--- config.mk ---
export PLATFORM = sky130hd
export DESIGN_NAME = load_store_unit
export DESIGN_NICKNAME = d
export VERILOG_FILES = /design/src/rtl/load_store_unit.sv
export SDC_FILE = /design/constraint.sdc
export NUM_CORES = 1
export LEC_CHECK = 0
export ABC_AREA = 1
export CORE_ASPECT_RATIO = 0.9
export CORE_MARGIN = 2
export CORE_UTILIZATION = 25
export DETAILED_ROUTE_END_ITERATION = 7
export PLACE_DENSITY = 0.54
export SLEW_MARGIN = 20
export SYNTH_ARGS = -nofsm -noshare
export SYNTH_HDL_FRONTEND = slang
export SYNTH_SLANG_ARGS = --single-unit
export TNS_END_PERCENT = 20
--- constraint.sdc ---
create_clock -name clk -period 4.4 [get_ports clk]
set_clock_uncertainty 0.2 [all_clocks]
set_input_delay 0.66 -clock clk [delete_from_list [all_inputs] [get_ports clk]]
set_output_delay 0.66 -clock clk [all_outputs]
set_load 0.02 [all_outputs]
--- src/rtl/load_store_unit.sv ---
// Data-memory initiator: one load/store per request, held on a valid/ready handshake until mem_ready or timeout.
// Latency: request in N, ready in N+1 -> done in N+2; core stalls while the access is in flight.
module load_store_unit #(
  parameter int TIMEOUT = 16
) (
  input  logic        clk,
  input  logic        reset,
  input  logic        req_valid,
  input  logic        MemRead,
  input  logic        MemWrite,
  input  logic [2:0]  funct3,
  input  logic [63:0] ALUResult,
  input  logic [63:0] ReadData2,
  output logic        mem_read,
  output logic        mem_write,
  output logic [63:0] mem_addr,
  output logic [63:0] mem_wdata,
  output logic [7:0]  mem_be,
  input  logic [63:0] mem_rdata,
  input  logic        mem_ready,
  output logic [63:0] ReadData,
  output logic        done,
  output logic        stall,
  output logic        fault
);

  typedef enum logic [1:0] {S_IDLE, S_WAIT, S_DONE} state_t;

  state_t      r_state;
  state_t      w_next;
  logic [7:0]  r_cnt;
  logic        r_mem_read;
  logic        r_mem_write;
  logic [63:0] r_addr;
  logic [63:0] r_wdata;
  logic [7:0]  r_be;
  logic [2:0]  r_off;
  logic [1:0]  r_size;
  logic        r_uns;
  logic [63:0] r_rdata;
  logic        r_fault;

  logic        w_access;
  logic        w_illegal;
  logic        w_misalign;
  logic        w_bad_req;
  logic        w_timeout;
  logic [7:0]  w_be_base;
  logic [63:0] w_shift;
  logic [63:0] w_load;

  assign w_access  = req_valid & (MemRead | MemWrite);
  assign w_illegal = (MemRead & MemWrite) | (MemWrite & funct3[2]) |
                     (MemRead & (funct3 == 3'b111));
  assign w_bad_req = w_illegal | w_misalign;
  assign w_timeout = (r_cnt == 8'(TIMEOUT - 1));

  always_comb begin
    w_misalign = 1'b0;
    w_be_base  = 8'h01;
    case (funct3[1:0])
      2'b01: begin w_misalign = ALUResult[0];         w_be_base = 8'h03; end
      2'b10: begin w_misalign = |ALUResult[1:0];      w_be_base = 8'h0F; end
      2'b11: begin w_misalign = |ALUResult[2:0];      w_be_base = 8'hFF; end
      default: begin w_misalign = 1'b0;               w_be_base = 8'h01; end
    endcase
  end

  // Load lane extraction: shift the addressed bytes down, then extend by size.
  assign w_shift = mem_rdata >> {r_off, 3'b000};
  always_comb begin
    w_load = w_shift;
    case (r_size)
      2'b00: w_load = r_uns ? {56'd0, w_shift[7:0]}  : {{56{w_shift[7]}},  w_shift[7:0]};
      2'b01: w_load = r_uns ? {48'd0, w_shift[15:0]} : {{48{w_shift[15]}}, w_shift[15:0]};
      2'b10: w_load = r_uns ? {32'd0, w_shift[31:0]} : {{32{w_shift[31]}}, w_shift[31:0]};
      default: w_load = w_shift;
    endcase
  end

  always_comb begin
    w_next = r_state;
    case (r_state)
      S_IDLE: if (w_access) w_next = w_bad_req ? S_DONE : S_WAIT;
      S_WAIT: if (mem_ready || w_timeout) w_next = S_DONE;
      S_DONE: w_next = S_IDLE;
      default: w_next = S_IDLE;
    endcase
  end

  always_ff @(posedge clk or negedge reset) begin
    if (!reset) r_state <= S_IDLE;
    else        r_state <= w_next;
  end

  always_ff @(posedge clk or negedge reset) begin
    if (!reset) begin
      r_cnt       <= 8'd0;
      r_mem_read  <= 1'b0;
      r_mem_write <= 1'b0;
      r_addr      <= 64'd0;
      r_wdata     <= 64'd0;
      r_be        <= 8'd0;
      r_off       <= 3'd0;
      r_size      <= 2'd0;
      r_uns       <= 1'b0;
      r_rdata     <= 64'd0;
      r_fault     <= 1'b0;
    end else begin
      case (r_state)
        S_IDLE: begin
          r_fault <= w_access & w_bad_req;
          if (w_access && !w_bad_req) begin
            r_addr      <= {ALUResult[63:3], 3'b000};
            r_off       <= ALUResult[2:0];
            r_size      <= funct3[1:0];
            r_uns       <= funct3[2];
            r_be        <= w_be_base << ALUResult[2:0];
            r_wdata     <= ReadData2 << {ALUResult[2:0], 3'b000};
            r_mem_read  <= MemRead;
            r_mem_write <= MemWrite;
            r_cnt       <= 8'd0;
          end
        end
        S_WAIT: begin
          // Ready on the threshold cycle wins over the timeout.
          if (mem_ready) begin
            r_mem_read  <= 1'b0;
            r_mem_write <= 1'b0;
            if (r_mem_read) r_rdata <= w_load;
          end else if (w_timeout) begin
            r_mem_read  <= 1'b0;
            r_mem_write <= 1'b0;
            r_fault     <= 1'b1;
          end else begin
            r_cnt <= r_cnt + 8'd1;
          end
        end
        default: r_fault <= 1'b0;
      endcase
    end
  end

  assign mem_read  = r_mem_read;
  assign mem_write = r_mem_write;
  assign mem_addr  = r_addr;
  assign mem_wdata = r_wdata;
  assign mem_be    = r_be;
  assign ReadData  = r_rdata;
  assign done      = (r_state == S_DONE);
  assign fault     = r_fault;
  assign stall     = reset & (((r_state == S_IDLE) & w_access) | (r_state == S_WAIT));

endmodule

==> impl_metrics.json <==
{
  "cts_max_path_buffers": 3,
  "post-route-min-period_ns": 3.23,
  "start_util": 0.252,
  "worstPathArrival_ns": 2.37,
  "row_count": 76,
  "finalSetupTns_ns": 0,
  "slowest_stage": "clkdlybuf4s50_1",
  "ir_drop_mv": 0.322,
  "rsz0062_at_grt": "false",
  "critical_path_required_ns": 3.54,
  "yosys_warnings": 0,
  "critical_path.max_fanout": 40,
  "nFillCells": 5014,
  "syn_area_sq_um": 12000,
  "grt_antenna_before_repair": 10,
  "port_buffers": 402,
  "ctsHtreeMaxLevel": 1,
  "cts_tree": "built",
  "core_sq_um": 47600,
  "drc": 0,
  "p_total_mw": 10.8,
  "grt_usage": 0.194,
  "vias_per_cell": 4.70,
  "wl_um": 49900,
  "tightest_slew_ns": 1.06,
  "critPathMaxStageDelay_ns": 0.61,
  "post_route_cells_drive_above_1_share": 0.0520,
  "rrSetupSlack_ns": 1.29,
  "dr.pass1.iters": 5,
  "finalWeightedCongestion": 0.894,
  "clkLatencyLatePin_ns": 0.57,
  "fp.dieH_um": 212,
  "layout-area-overhead-vs-synth_pct": 44.9,
  "grt_pass1_vias": 12500,
  "hold_viol": 0,
  "cts_buffers": 28,
  "period_share": 0.733,
  "die_area_sq_um": 49800,
  "cts_setup_buffers": 0,
  "critPathKind": "in -> out",
  "die_w_um": 235,
  "routed-via-count": 12800,
  "yosysSeqAreaShare": 0.450,
  "nNetsFinal": 2278,
  "cap_violations": 0,
  "endpoint_kind": "primary output",
  "clock-root-buffer": "clkbuf_16",
  "clk_pin_slew_worst_paths_ns": 0.06,
  "status": "completed",
  "power.leakage_nw": 8.10,
  "cts_sinks": 216,
  "critPathLaunchType": "input port",
  "setup_violations": 0,
  "path_cells": "dlygate4sd3_1 -> buf_8 -> inv_1 -> nor2_1 -> clkdlybuf4s50_1",
  "synthCells": 1739,
  "wl_per_cell_um": 18.4,
  "avgSynthCellArea_sq_um": 6.91,
  "grt_max_degree": 149,
  "powerDensity_nw_per_um2": 623,
  "grt_overflow_total": 0,
  "dp_hpwl_um": 36200,
  "hold_class": "reg -> reg",
  "ant_nets": 0,
  "timing.slew.headroom": 0.291,
  "synthDistinctLibCells": 34,
  "drv_slew": 0,
  "synth_seq_cells": 216,
  "grt_pass1_wl_um": 75900,
  "io_pins": 406,
  "first_iter_violations": 978,
  "fmax_ghz": 0.310,
  "cts-resized-gates": 0
}
## state kept, by name, indices dropped and copies added (netlist names)
register / flops
ReadData: 64
mem_wdata: 64
mem_addr: 61
mem_be: 8
r_cnt: 8
r_off: 3
r_size: 2
r_state: 2
fault: 1
mem_read: 1
mem_write: 1
r_uns: 1
## worst paths after layout
path | startpoint | endpoint | cells after the start
max in group asynchronous | reset | mem_addr[13]$_DFFE_PN0P_ | 4
worst max register to register | r_off[0]$_DFFE_PN0P_ | ReadData[58]$_DFFE_PN0P_ | 9
worst min-delay path | mem_addr[40]$_DFFE_PN0P_ | mem_addr[40]$_DFFE_PN0P_ | 2
min in group asynchronous | reset | ReadData[25]$_DFFE_PN0P_ | 2
worst max-delay path | reset | stall | 5
worst min register to register | mem_addr[40]$_DFFE_PN0P_ | mem_addr[40]$_DFFE_PN0P_ | 2
## timing repair
item | CTS | global route
endpoints found under the setup margin | 0 | 0
hold buffers | 1 | 0
hold endpoints to repair | 38 | 0
## worst max-delay path, delay by kind of cell
kind                   cells  cell delay [ns]
AND/OR/NAND/NOR            1             0.11
buffers and inverters      4             1.53
## layout by cell type, fill, tap and decap left out, types with 2 or more instances in the layout
cell	Yosys	final
o21ai_1	7	7
nor2_1	198	198
nand3_1	120	120
nand4_1	2	2
a21oi_1	61	61
xor2_1	2	2
buf_12	0	2
buf_2	43	3
clkinv_2	0	6
conb_1	1	3
inv_2	6	6
clkbuf_16	0	28
o31ai_1	5	5
o211ai_1	21	21
clkbuf_1	50	3
o21ai_0	155	155
dfrtp_1	216	215
buf_4	10	21
a22oi_1	5	5
mux2i_1	4	4
or2_2	20	20
nand2_1	721	721
nand2_2	2	2
a31oi_1	11	11
bufinv_16	0	4
clkbuf_8	0	7
inv_1	52	52
clkdlybuf4s50_1	0	398
## metal layers
metal	global-route usage	wire length, um	vias up
met5	0	124	-
met4	0.0426	1070	20
met3	0.0689	4470	72
met2	0.321	23500	451
met1	0.244	20800	6042
li1	-	-	6219
## cell type report
type	instances	area, sq um	share of cell area
flip-flops and latches	216	5410	0.310
multi-input cells	1346	5790	0.333
diodes	1	2.50	0.000144
clock buffers	38	808	0.0464
clock inverters	13	183	0.0105
well taps	624	781	0.0448
inverters	58	218	0.0125
repair buffers	426	4220	0.242
## metrics by stage
stage                util  hold WS, ns  cells  area, sq um  worst slack, ns
global placement    0.344        0.261   2669        16400             1.28
CTS                 0.365        0.280   2721        17400             1.15
finish              0.366        0.275   2722        17400             1.17
floorplan               -        0.164   1741        12000             2.23
global route        0.365        0.295   2721        17400             1.06
detailed placement  0.344        0.264   2669        16400             1.25
## Yosys cell counts
cell / count / area, sq um
xor2_1: 2 / 17.5
o211ai_2: 1 / 12.5
o211ai_1: 21 / 158
nor2_8: 1 / 20.0
clkbuf_2: 1 / 5.00
nand3_4: 1 / 17.5
nand4_1: 2 / 12.5
inv_2: 6 / 22.5
buf_2: 43 / 215
clkbuf_1: 50 / 188
buf_1: 9 / 33.8
a21oi_1: 61 / 305
or2_2: 20 / 125
ha_1: 1 / 12.5
conb_1: 1 / 3.75
inv_1: 52 / 195
dfrtp_1: 216 / 5410
nand3_1: 120 / 601
xnor2_1: 1 / 8.76
buf_4: 10 / 75.1
nand2_1: 721 / 2710
a22oi_1: 5 / 37.5
mux2i_1: 4 / 40.0
o21ai_2: 1 / 8.76
o21ai_1: 7 / 35.0
nand2_2: 2 / 12.5
buf_6: 8 / 90.1
nor3b_1: 1 / 7.51
o31ai_1: 5 / 37.5
o21a_1: 1 / 7.51
nor2_4: 1 / 11.3
nor2_1: 198 / 743
a31oi_1: 11 / 68.8
o21ai_0: 155 / 776
## power breakdown
group,internal [mW],leakage (nW),switching (mW)
Combinational,2.10,4.88,3.00
Clock,1.52,0.490,0.954
Sequential,2.74,2.73,0.530
Total,6.36,8.10,4.49
## logic make-up after synthesis
group | share of synthesized area
and+or+nand+nor | 0.354
muxes | 0.00333
adders and majority gates | 0.00104
xor gates and xnor gates | 0.00219
other | 0.000312
DFF | 0.450
buffers and inverters | 0.0686
AOI/OAI and AO/OA | 0.120
(Power assumes the default switching activity.)
